`src/rtl/audio_tone_monitor_if.sv`:
```
// Sample stream, run control and result status of the audio tone monitor.
// The master drives samples and start; the slave (monitor) reports results.
interface audio_tone_monitor_if;
    logic               start;
    logic               smpl_vld;
    logic signed [15:0] lft_smpl;
    logic signed [15:0] rht_smpl;
    logic               busy;
    logic               done;
    logic               timeout;
    logic [7:0]         lft_freq_err;
    logic [7:0]         rht_freq_err;
    logic [7:0]         lft_ampl_err;
    logic [7:0]         rht_ampl_err;
    logic               pass;

    modport master (
        output start, smpl_vld, lft_smpl, rht_smpl,
        input  busy, done, timeout, lft_freq_err, rht_freq_err,
               lft_ampl_err, rht_ampl_err, pass
    );

    modport slave (
        input  start, smpl_vld, lft_smpl, rht_smpl,
        output busy, done, timeout, lft_freq_err, rht_freq_err,
               lft_ampl_err, rht_ampl_err, pass
    );
endinterface

```
`src/rtl/audio_tone_monitor.sv`:
```
// Stereo codec tone checker: settles on rising zero crossings, then checks the
// period length and signed peak of every cycle over a fixed sample window.
module audio_tone_monitor #(
    parameter int SETTLE_XINGS   = 10,
    parameter int TEST_SAMPLES   = 2000,
    parameter int MIN_PERIOD     = 12,
    parameter int MAX_PERIOD     = 20,
    parameter int MIN_AMPL       = 750,
    parameter int MAX_AMPL       = 1250,
    parameter int SETTLE_TIMEOUT = 4096
) (
    input logic                 clk,
    input logic                 RST_n,
    audio_tone_monitor_if.slave bus
);

    typedef enum logic [1:0] {IDLE, SETTLE, MEASURE, DONE} state_t;

    localparam logic        [15:0] XINGS   = 16'(SETTLE_XINGS);
    localparam logic        [15:0] PMIN    = 16'(MIN_PERIOD);
    localparam logic        [15:0] PMAX    = 16'(MAX_PERIOD);
    localparam logic signed [15:0] AMIN    = 16'(MIN_AMPL);
    localparam logic signed [15:0] AMAX    = 16'(MAX_AMPL);
    localparam logic        [31:0] TO_LAST = 32'(SETTLE_TIMEOUT - 1);
    localparam logic        [31:0] MS_LAST = 32'(TEST_SAMPLES - 1);

    state_t state, state_nxt;

    logic               start_acc;
    logic               active;
    logic               last_settle;
    logic               last_meas;
    logic               arm_both;
    logic               timeout_q;
    logic        [31:0] smpl_cnt;

    // Index 0 is the left channel, index 1 the right channel.
    logic signed [15:0] smpl     [0:1];
    logic        [15:0] per_cnt  [0:1];
    logic signed [15:0] peak     [0:1];
    logic        [15:0] xing_cnt [0:1];
    logic        [7:0]  freq_err [0:1];
    logic        [7:0]  ampl_err [0:1];
    logic        [1:0]  sign_d;
    logic        [1:0]  xing;
    logic        [1:0]  armed;
    logic        [1:0]  arm_nxt;
    logic        [1:0]  chk;
    logic        [1:0]  f_bad;
    logic        [1:0]  a_bad;

    always_comb begin
        start_acc = bus.start && (state == IDLE || state == DONE);
        active    = bus.smpl_vld && (state == SETTLE || state == MEASURE);
        smpl[0]   = bus.lft_smpl;
        smpl[1]   = bus.rht_smpl;
        xing      = '0;
        armed     = '0;
        arm_nxt   = '0;
        chk       = '0;
        f_bad     = '0;
        a_bad     = '0;
        for (int unsigned ch = 0; ch < 2; ch++) begin
            xing[ch]    = active && !smpl[ch][15] && sign_d[ch];
            armed[ch]   = (xing_cnt[ch] == XINGS);
            // Arming this edge counts, so the FSM leaves SETTLE on the arming crossing.
            arm_nxt[ch] = armed[ch] || (xing[ch] && xing_cnt[ch] == XINGS - 16'd1);
            chk[ch]     = xing[ch] && armed[ch] && (state == MEASURE);
            f_bad[ch]   = (per_cnt[ch] < PMIN) || (per_cnt[ch] > PMAX);
            a_bad[ch]   = (peak[ch] < AMIN) || (peak[ch] > AMAX);
        end
        arm_both    = &arm_nxt;
        last_settle = active && (state == SETTLE) && (smpl_cnt == TO_LAST);
        last_meas   = active && (state == MEASURE) && (smpl_cnt == MS_LAST);
    end

    always_ff @(posedge clk) begin
        if (!RST_n) state <= IDLE;
        else        state <= state_nxt;
    end

    always_comb begin
        state_nxt = state;
        case (state)
            IDLE:    if (bus.start) state_nxt = SETTLE;
            SETTLE: begin
                if (arm_both)         state_nxt = MEASURE;
                else if (last_settle) state_nxt = DONE;
            end
            MEASURE: if (last_meas) state_nxt = DONE;
            DONE:    if (bus.start) state_nxt = SETTLE;
            default: state_nxt = IDLE;
        endcase
    end

    always_ff @(posedge clk) begin
        if (!RST_n || start_acc) begin
            smpl_cnt  <= '0;
            timeout_q <= 1'b0;
            sign_d    <= '0;
            for (int unsigned ch = 0; ch < 2; ch++) begin
                per_cnt[ch]  <= '0;
                peak[ch]     <= '0;
                xing_cnt[ch] <= '0;
                freq_err[ch] <= '0;
                ampl_err[ch] <= '0;
            end
        end else begin
            if (state != state_nxt)
                smpl_cnt <= '0;
            else if (active)
                smpl_cnt <= smpl_cnt + 32'd1;

            if (state == SETTLE && state_nxt == DONE)
                timeout_q <= 1'b1;

            for (int unsigned ch = 0; ch < 2; ch++) begin
                if (active) begin
                    sign_d[ch] <= smpl[ch][15];
                    if (xing[ch]) begin
                        per_cnt[ch] <= 16'd1;
                        peak[ch]    <= smpl[ch];
                        if (!armed[ch])
                            xing_cnt[ch] <= xing_cnt[ch] + 16'd1;
                    end else begin
                        if (per_cnt[ch] != '1)
                            per_cnt[ch] <= per_cnt[ch] + 16'd1;
                        if (smpl[ch] > peak[ch])
                            peak[ch] <= smpl[ch];
                    end
                end
                if (chk[ch] && f_bad[ch] && freq_err[ch] != '1)
                    freq_err[ch] <= freq_err[ch] + 8'd1;
                if (chk[ch] && a_bad[ch] && ampl_err[ch] != '1)
                    ampl_err[ch] <= ampl_err[ch] + 8'd1;
            end
        end
    end

    always_comb begin
        bus.busy         = (state == SETTLE) || (state == MEASURE);
        bus.done         = (state == DONE);
        bus.timeout      = timeout_q;
        bus.lft_freq_err = freq_err[0];
        bus.rht_freq_err = freq_err[1];
        bus.lft_ampl_err = ampl_err[0];
        bus.rht_ampl_err = ampl_err[1];
        bus.pass         = (state == DONE) && !timeout_q &&
                           (freq_err[0] == '0) && (freq_err[1] == '0) &&
                           (ampl_err[0] == '0) && (ampl_err[1] == '0);
    end

endmodule

```
`src/flat_wrapper.sv`:
```
// flat-port wrapper written by rule: the top's interface ports become plain ports
module audio_tone_monitor_flat 
#(
    parameter int SETTLE_XINGS   = 10,
    parameter int TEST_SAMPLES   = 2000,
    parameter int MIN_PERIOD     = 12,
    parameter int MAX_PERIOD     = 20,
    parameter int MIN_AMPL       = 750,
    parameter int MAX_AMPL       = 1250,
    parameter int SETTLE_TIMEOUT = 4096
)
  (clk, RST_n, bus_start, bus_smpl_vld, bus_lft_smpl, bus_rht_smpl, bus_busy, bus_done, bus_timeout, bus_lft_freq_err, bus_rht_freq_err, bus_lft_ampl_err, bus_rht_ampl_err, bus_pass);
  audio_tone_monitor_if bus_i ();
  input logic clk;
  input logic RST_n;
  input wire logic [$bits(bus_i.start)-1:0] bus_start;
  input wire logic [$bits(bus_i.smpl_vld)-1:0] bus_smpl_vld;
  input wire logic [$bits(bus_i.lft_smpl)-1:0] bus_lft_smpl;
  input wire logic [$bits(bus_i.rht_smpl)-1:0] bus_rht_smpl;
  output wire logic [$bits(bus_i.busy)-1:0] bus_busy;
  output wire logic [$bits(bus_i.done)-1:0] bus_done;
  output wire logic [$bits(bus_i.timeout)-1:0] bus_timeout;
  output wire logic [$bits(bus_i.lft_freq_err)-1:0] bus_lft_freq_err;
  output wire logic [$bits(bus_i.rht_freq_err)-1:0] bus_rht_freq_err;
  output wire logic [$bits(bus_i.lft_ampl_err)-1:0] bus_lft_ampl_err;
  output wire logic [$bits(bus_i.rht_ampl_err)-1:0] bus_rht_ampl_err;
  output wire logic [$bits(bus_i.pass)-1:0] bus_pass;
  assign bus_i.start = bus_start;
  assign bus_i.smpl_vld = bus_smpl_vld;
  assign bus_i.lft_smpl = bus_lft_smpl;
  assign bus_i.rht_smpl = bus_rht_smpl;
  assign bus_busy = bus_i.busy;
  assign bus_done = bus_i.done;
  assign bus_timeout = bus_i.timeout;
  assign bus_lft_freq_err = bus_i.lft_freq_err;
  assign bus_rht_freq_err = bus_i.rht_freq_err;
  assign bus_lft_ampl_err = bus_i.lft_ampl_err;
  assign bus_rht_ampl_err = bus_i.rht_ampl_err;
  assign bus_pass = bus_i.pass;
  audio_tone_monitor #(.SETTLE_XINGS(SETTLE_XINGS), .TEST_SAMPLES(TEST_SAMPLES), .MIN_PERIOD(MIN_PERIOD), .MAX_PERIOD(MAX_PERIOD), .MIN_AMPL(MIN_AMPL), .MAX_AMPL(MAX_AMPL), .SETTLE_TIMEOUT(SETTLE_TIMEOUT)) u_core (.clk(clk), .RST_n(RST_n), .bus(bus_i));
endmodule
```
`config.mk`:
```
export PLATFORM = sky130hd
export DESIGN_NAME = audio_tone_monitor_flat
export DESIGN_NICKNAME = d
export VERILOG_FILES = /design/src/rtl/audio_tone_monitor_if.sv /design/src/rtl/audio_tone_monitor.sv /design/src/flat_wrapper.sv
export SDC_FILE = /design/constraint.sdc
export NUM_CORES = 1
export LEC_CHECK = 0
export BUFFER_PORTS_ARGS = -buffer_cell sky130_fd_sc_hd__buf_2
export CAP_MARGIN = 30
export CORE_ASPECT_RATIO = 0.6
export CORE_MARGIN = 1
export CORE_UTILIZATION = 55
export DETAILED_ROUTE_END_ITERATION = 8
export HOLD_SLACK_MARGIN = 0.06
export PLACE_DENSITY = 0.83
export SLEW_MARGIN = 20
export SYNTH_ARGS = -nofsm -noshare
export SYNTH_HDL_FRONTEND = slang
export SYNTH_SLANG_ARGS = --single-unit
export TNS_END_PERCENT = 50
```
`constraint.sdc`:
```
create_clock -name clk -period 3.99 [get_ports clk]
set_input_delay 0.5985 -clock clk [delete_from_list [all_inputs] [get_ports clk]]
set_output_delay 0.5985 -clock clk [all_outputs]
set_load 0.1 [all_outputs]
```
==> out/metrics.cfg, run 1 <==
[status]
outcome = complete, no violations

[synthesis]
synth-async-reset-ratio_pct = 0
ys_top_cells_by_area = edfxtp_1 40%, dfxtp_1 7.6%, ha_1 7.0%
synthFlopType = edfxtp_1
synth_nets = 1038
syn_avg_cell_area_um2 = 10.3
ys_ff_latch = 165
yosysMostFrequentCell = edfxtp_1
yosysTopAreaCell = edfxtp_1
synth-edff-count = 128
yosysSeqAreaShare_pct = 47.2
synth.distinct_cells = 53
synthesis.area_mm2 = 0.00972
synthTopCellsByCount = 128 x edfxtp_1, 120 x nor2_1, 65 x nand2_1, 63 x inv_1, 60 x xor2_1
synth_top_area_share_pct = 39.6
synth_warnings = 0
synthCells = 948

[clock_network]
ctsRootBufferMaster = clkbuf_16
clkSinkCount = 165
hold_buffers = 0
clock_latency_ns = 0.43
cts_resized = 0
tritoncts = done
cts_setup_buffers = 0
htree_levels = 4
clk_path_buf_depth = 2
cts.clk_slew.worst_paths_ns = 0.07
cts_buffers = 17

[setup_path]
path_max_fanout = 18
worstPathCellList = inv_1, ha_1, nor4bb_1, a21oi_1, o41ai_4, or3_1, o211ai_4, buf_16, buf_4, nor4_2
crit_slowest_cell = nor4bb_1
crit_type = reg -> reg
arrival_ns = 3.62
max_stage_delay_ns = 0.52
cp.required_ns = 4.33
cp-end-kind = flip-flop
crit_path_start_kind = flip-flop

[global_routing]
gr-usage-all-layers_pct = 24.6
grt_pass1_wl_mm = 35.7
grt_max_degree = 33
grt_pass1_vias = 7036
antenna_found_initial = 1
overflow = 0

[die]
io_pins = 72
core-area_mm2 = 0.0172
initial_core_util_pct = 56.4
die-width_um = 174
die_height_um = 105
num_rows = 37
die_area_mm2 = 0.0182

[place]
port_buffers = 71
place_hpwl_mm = 15.7
gp_congestion = 0.880

[finish]
layout.area.seq_mm2 = 0.00458
fin_util_pct = 63.8
multi_input_area_mm2 = 0.00479
diodes = 0
nFillCells = 1340
nets = 1116
synthToLayoutAreaGrowth_pct = 13.1
drive_gt1_share_pct = 15.0

[timing]
finalCritPeriodShare_pct = 82.2
slew_headroom_pct = 40.7
min_period_ns = 3.28
fin_skew_ns = 0.0163
rsz0062_at_grt = false
tns_ns = 0
setup-violations-final = 0
final_hold_viol_count = 0
final-max-slew-violation-count = 0
tightest_slew_ns = 0.865
fmax_ghz = 0.305

[power_and_ir_drop]
vdd_drop_max_v = 0.000447
finalPower_mw = 6.91
power.density_mw_per_mm2 = 628
p_leak_nw = 3.94

[detailed_routing]
drtAntennaViolNets = 0
vias_per_cell = 5.87
via_count = 7476
post_drt_wl_per_cell_um = 17.1
routed_wl_mm = 21.7
drt_iter0_markers = 637
drc = 0
drt_first_pass_iters = 6

[job]
max_cap_violations = 0

[worst_hold_path]
min_path_type = in -> reg

where the power goes:
group / switching (mW) / internal [mW] / total (mW)
registers: 0.405 / 2.33 / 2.74
clock network: 0.696 / 0.984 / 1.68
logic: 1.78 / 0.702 / 2.49
final cells by class:
type,instances,area share (%)
repair buffers,85,4.37
clock buffers,24,5.06
inverters,63,2.15
flip-flops and latches,165,41.7
well taps,234,2.66
clock inverters,8,0.523
multi-input cells,694,43.5
registers in the layout (all words and copies together) (netlist names):
signal,count
u_core.xing_cnt,32
u_core.peak,32
u_core.sign_d,2
u_core.smpl_cnt,32
u_core.ampl_err,16
u_core.state,2
u_core.bus.timeout,1
u_core.per_cnt,32
u_core.freq_err,16
worst paths after layout:
path | startpoint | end | slack, ns | depth (start not counted)
worst min register to register | u_core.bus.timeout | u_core.bus.timeout | 0.52 | 2
worst min-delay path | bus_lft_smpl[13] | u_core.peak[0][13] | 0.47 | 2
worst max register to register | u_core.state[0] | u_core.smpl_cnt[18] | 0.71 | 10
worst max-delay path | u_core.state[0] | u_core.smpl_cnt[18] | 0.71 | 10
worst max-delay path: cells and delay by family, from the launching register on:
kind	cells	cell delay [ns]
AND/OR/NAND/NOR	3	0.97
adder cells (fa/ha/maj)	1	0.40
flip-flops	1	0.47
buffers and inverters	3	0.56
AO/OA/AOI/OAI	3	0.79
through the flow:
stage          setup WS [ns]  std cells  hold slack [ns]  cell area, um^2
2_1_floorplan          0.401        948            0.476             9720
3_3_place_gp           0.889       1240            0.509            10400
3_5_place_dp           0.762       1241            0.508            10400
4_1_cts                0.741       1273            0.462            11000
5_1_grt                0.516       1273            0.473            11000
6_report               0.711       1273            0.470            11000
placed cells by master, fill, tap and decap left out, types with 21 or more instances in the layout:
| cell type | count |
|---|---|
| xnor2_1 | 44 |
| nor4_1 | 22 |
| a21oi_1 | 28 |
| nand3_1 | 53 |
| nand4_1 | 35 |
| nor4_2 | 33 |
| edfxtp_1 | 128 |
| inv_1 | 64 |
| dfxtp_1 | 37 |
| ha_1 | 54 |
| xor2_1 | 60 |
| clkbuf_16 | 21 |
| nand2_1 | 64 |
| buf_2 | 71 |
| nor2_1 | 120 |
per-layer routing:
layer | share of wire (%) | up-vias | global-route usage (%)
li1 | - | 3598 | -
met1 | 47 | 3594 | 35.6
met2 | 44 | 259 | 37.5
met3 | 7.5 | 23 | 5.68
met4 | 0.77 | 2 | 5.14
met5 | 0.055 | - | 0
cell families after synthesis:
| family | after synthesis | share of synthesized area (%) |
|---|---|---|
| compound gates | 94 | 6.75 |
| xor+xnor | 104 | 9.37 |
| fa+ha+maj | 54 | 6.95 |
| buf+inv | 89 | 3.73 |
| flops | 165 | 47.2 |
| mux | 5 | 0.515 |
| simple gates | 437 | 25.5 |
Power figures use the tool's default switching activity.
==> run 2: changes to the inputs <==
==> constraint.sdc (replaced) <==
create_clock -name clk -period 3.31 [get_ports clk]
set_input_delay 0.4965 -clock clk [delete_from_list [all_inputs] [get_ports clk]]
set_output_delay 0.4965 -clock clk [all_outputs]
set_load 0.1 [all_outputs]
==> run 2 against run 1 <==
First-iteration DRC count rose by 20%. Fmax rose by 4.8%. Non-clock buffer count rose by 5. Combinational power rose by 21%. Clock power rose by 14%. Final area barely moved. Critical path depth fell by 1. Die area did not move.
==> out/metrics.cfg, run 2 (same netlist as run 1, synthesis figures left out) <==
[timing]
tns_ns = 0  ; unchanged
slew_headroom_pct = 41.3  ; +0.59 points
setup_ws_ns = 0.181  ; -0.530 ns
fin_skew_ns = 0.0140  ; -0.00222 ns
whs_ns = 0.375  ; -0.0947 ns
finalCritPeriodShare_pct = 94.5  ; +12 points
rsz0062_at_grt = false
min_period_ns = 3.13  ; -0.150 ns
setup-violations-final = 0  ; unchanged
final_hold_viol_count = 0  ; unchanged
fmax_ghz = 0.320  ; +4.8%
final-max-slew-violation-count = 0  ; unchanged
tightest_slew_ns = 0.858  ; -0.00625 ns

[power_and_ir_drop]
p_sw_mw = 3.51  ; +22%
p_leak_nw = 3.94  ; about the same
power.density_mw_per_mm2 = 750  ; +19%
share_seq_of_total_power_pct = 40.1  ; +0.4 points
vdd_drop_max_v = 0.000480  ; +7.4%
finalPower_mw = 8.25  ; +19%
intPower_mw = 4.74  ; +18%
power.share.clock_pct = 23.3  ; -1.0 points
combPwrFrac_pct = 36.6  ; +0.6 points
netSwitchingFraction_pct = 42.6  ; +0.80 points

[global_routing]
antenna_found_initial = 1  ; unchanged
grt_max_degree = 37  ; +12%
grt_pass1_wl_mm = 35.6  ; -0.27%
grt_pass1_vias = 7066  ; +0.43%
overflow = 0  ; unchanged
gr-usage-all-layers_pct = 24.4  ; -0.16 points

[finish]
nFillCells = 1355  ; +1.1%
stdcell_count = 1279  ; +0.47%
nets = 1121  ; +0.45%
drive_gt1_share_pct = 15.8  ; +0.79 points
synthToLayoutAreaGrowth_pct = 13.2  ; about the same
final_cell_area_mm2 = 0.0110  ; about the same
mostFrequentLayoutCells = 128 x edfxtp_1, 119 x nor2_1, 71 x buf_2
final_common_cell = edfxtp_1
fin_util_pct = 63.9  ; about the same

[detailed_routing]
drc = 0  ; unchanged
drtAntennaViolNets = 0  ; unchanged
drt_iter0_markers = 766  ; +20%
vias_per_cell = 5.92  ; +0.74%
drt_first_pass_iters = 7  ; +1
post_drt_wl_per_cell_um = 17.2  ; +0.78%
routed_wl_mm = 22.0  ; +1.3%
via_count = 7567  ; +1.2%

[clock_network]
cts_buffers = 17  ; unchanged
ctsRootBufferMaster = clkbuf_16
cts.clk_slew.worst_paths_ns = 0.07  ; about the same
tritoncts = done
clk_path_buf_depth = 2  ; unchanged
clock_latency_ns = 0.43  ; about the same
hold_buffers = 0  ; unchanged
clkSinkCount = 165  ; unchanged
htree_levels = 4  ; unchanged

[place]
placed_area_mm2 = 0.0104  ; +0.29%
pre_cts_slack_ns = 0.222  ; -0.540 ns
place_hpwl_mm = 15.9  ; +1.7%
port_buffers = 71  ; unchanged
dp.cells = 1244  ; +0.24%
gp_congestion = 0.854  ; -2.9%

[setup_path]
arrival_ns = 3.44  ; -0.18 ns
crit_type = reg -> reg
crit_path_start_kind = flip-flop
cp.required_ns = 3.63  ; -0.70 ns
reg2reg_depth = 9  ; -1
cp-end-kind = flip-flop
path_max_fanout = 18  ; unchanged

[die]
die_height_um = 105  ; unchanged
num_rows = 37  ; unchanged
die_area_mm2 = 0.0182  ; unchanged
die-width_um = 174  ; unchanged
io_pins = 72  ; unchanged
initial_core_util_pct = 56.4  ; unchanged
core-area_mm2 = 0.0172  ; unchanged

[job]
max_cap_violations = 0  ; unchanged

[worst_hold_path]
min_path_cells = 2  ; unchanged
min_path_type = in -> reg

[status]
outcome = complete, no violations

==> run 2: cell count changes in the layout (fill, tap and decap cells not counted), moves of 2 or more <==
cell       previous run  this run
buf_12                0         2
inv_4                 1         3
clkbuf_16            21        18
buf_4                13        17
inv_6                 0         4
==> run 2: what timing repair did <==
action / CTS / global route
setup endpoints to repair: 0 / 2
setup buffers: 0 / 2
gates resized for setup: 0 / 2
==> run 2: routing by layer <==
| metal | track usage [%] | wire [um] | up-vias |
|---|---|---|---|
| met3 | 3.60 | 1360 | 25 |
| li1 | - | - | 3601 |
| met1 | 36.4 | 10600 | 3674 |
| met2 | 36.4 | 9770 | 265 |
| met4 | 7.71 | 253 | 2 |
| met5 | 0 | 12 | - |
==> run 2: worst paths after layout <==
| check | from | endpoint | slack, ns |
|---|---|---|---|
| setup reg to reg | u_core.state[0] | u_core.smpl_cnt[11] | 0.18 |
| hold reg to reg | u_core.bus.timeout | u_core.bus.timeout | 0.52 |
| hold / removal | bus_lft_smpl[10] | u_core.peak[0][10] | 0.38 |
| setup / recovery | u_core.state[0] | u_core.smpl_cnt[11] | 0.18 |
==> run 2: critical path, cell delays in order (launching register included) <==
cell and delay, ns:
dfxtp_1 0.46, inv_1 0.14, ha_1 0.41, nor4bb_2 0.35
a21oi_1 0.18, o41ai_4 0.44, or3_1 0.22, o211ai_4 0.25
buf_12 0.26, nor4_1 0.30
==> run 2: final cells by class <==
type | count | area, um^2 | share of cell area, %
Sequential cell | 165 | 4580 | 41.7
Multi-Input combinational cell | 694 | 4800 | 43.6
Clock buffer | 20 | 478 | 4.34
Timing Repair Buffer | 90 | 523 | 4.75
Clock inverter | 12 | 88.8 | 0.807
Inverter | 63 | 236 | 2.15
Tap cell | 234 | 293 | 2.66
Antenna cell | 1 | 2.50 | 0.0227
==> run 2: power groups by stage <==
stage | sequential [mW] | combinational (mW) | clock, mW
2_1_floorplan | 3.75 | 1.79 | 0
3_3_place_gp | 3.29 | 2.88 | 0
3_5_place_dp | 3.32 | 2.96 | 0
4_1_cts | 3.28 | 2.99 | 1.93
5_1_grt | 3.37 | 3.23 | 2.01
6_report | 3.30 | 3.02 | 1.92
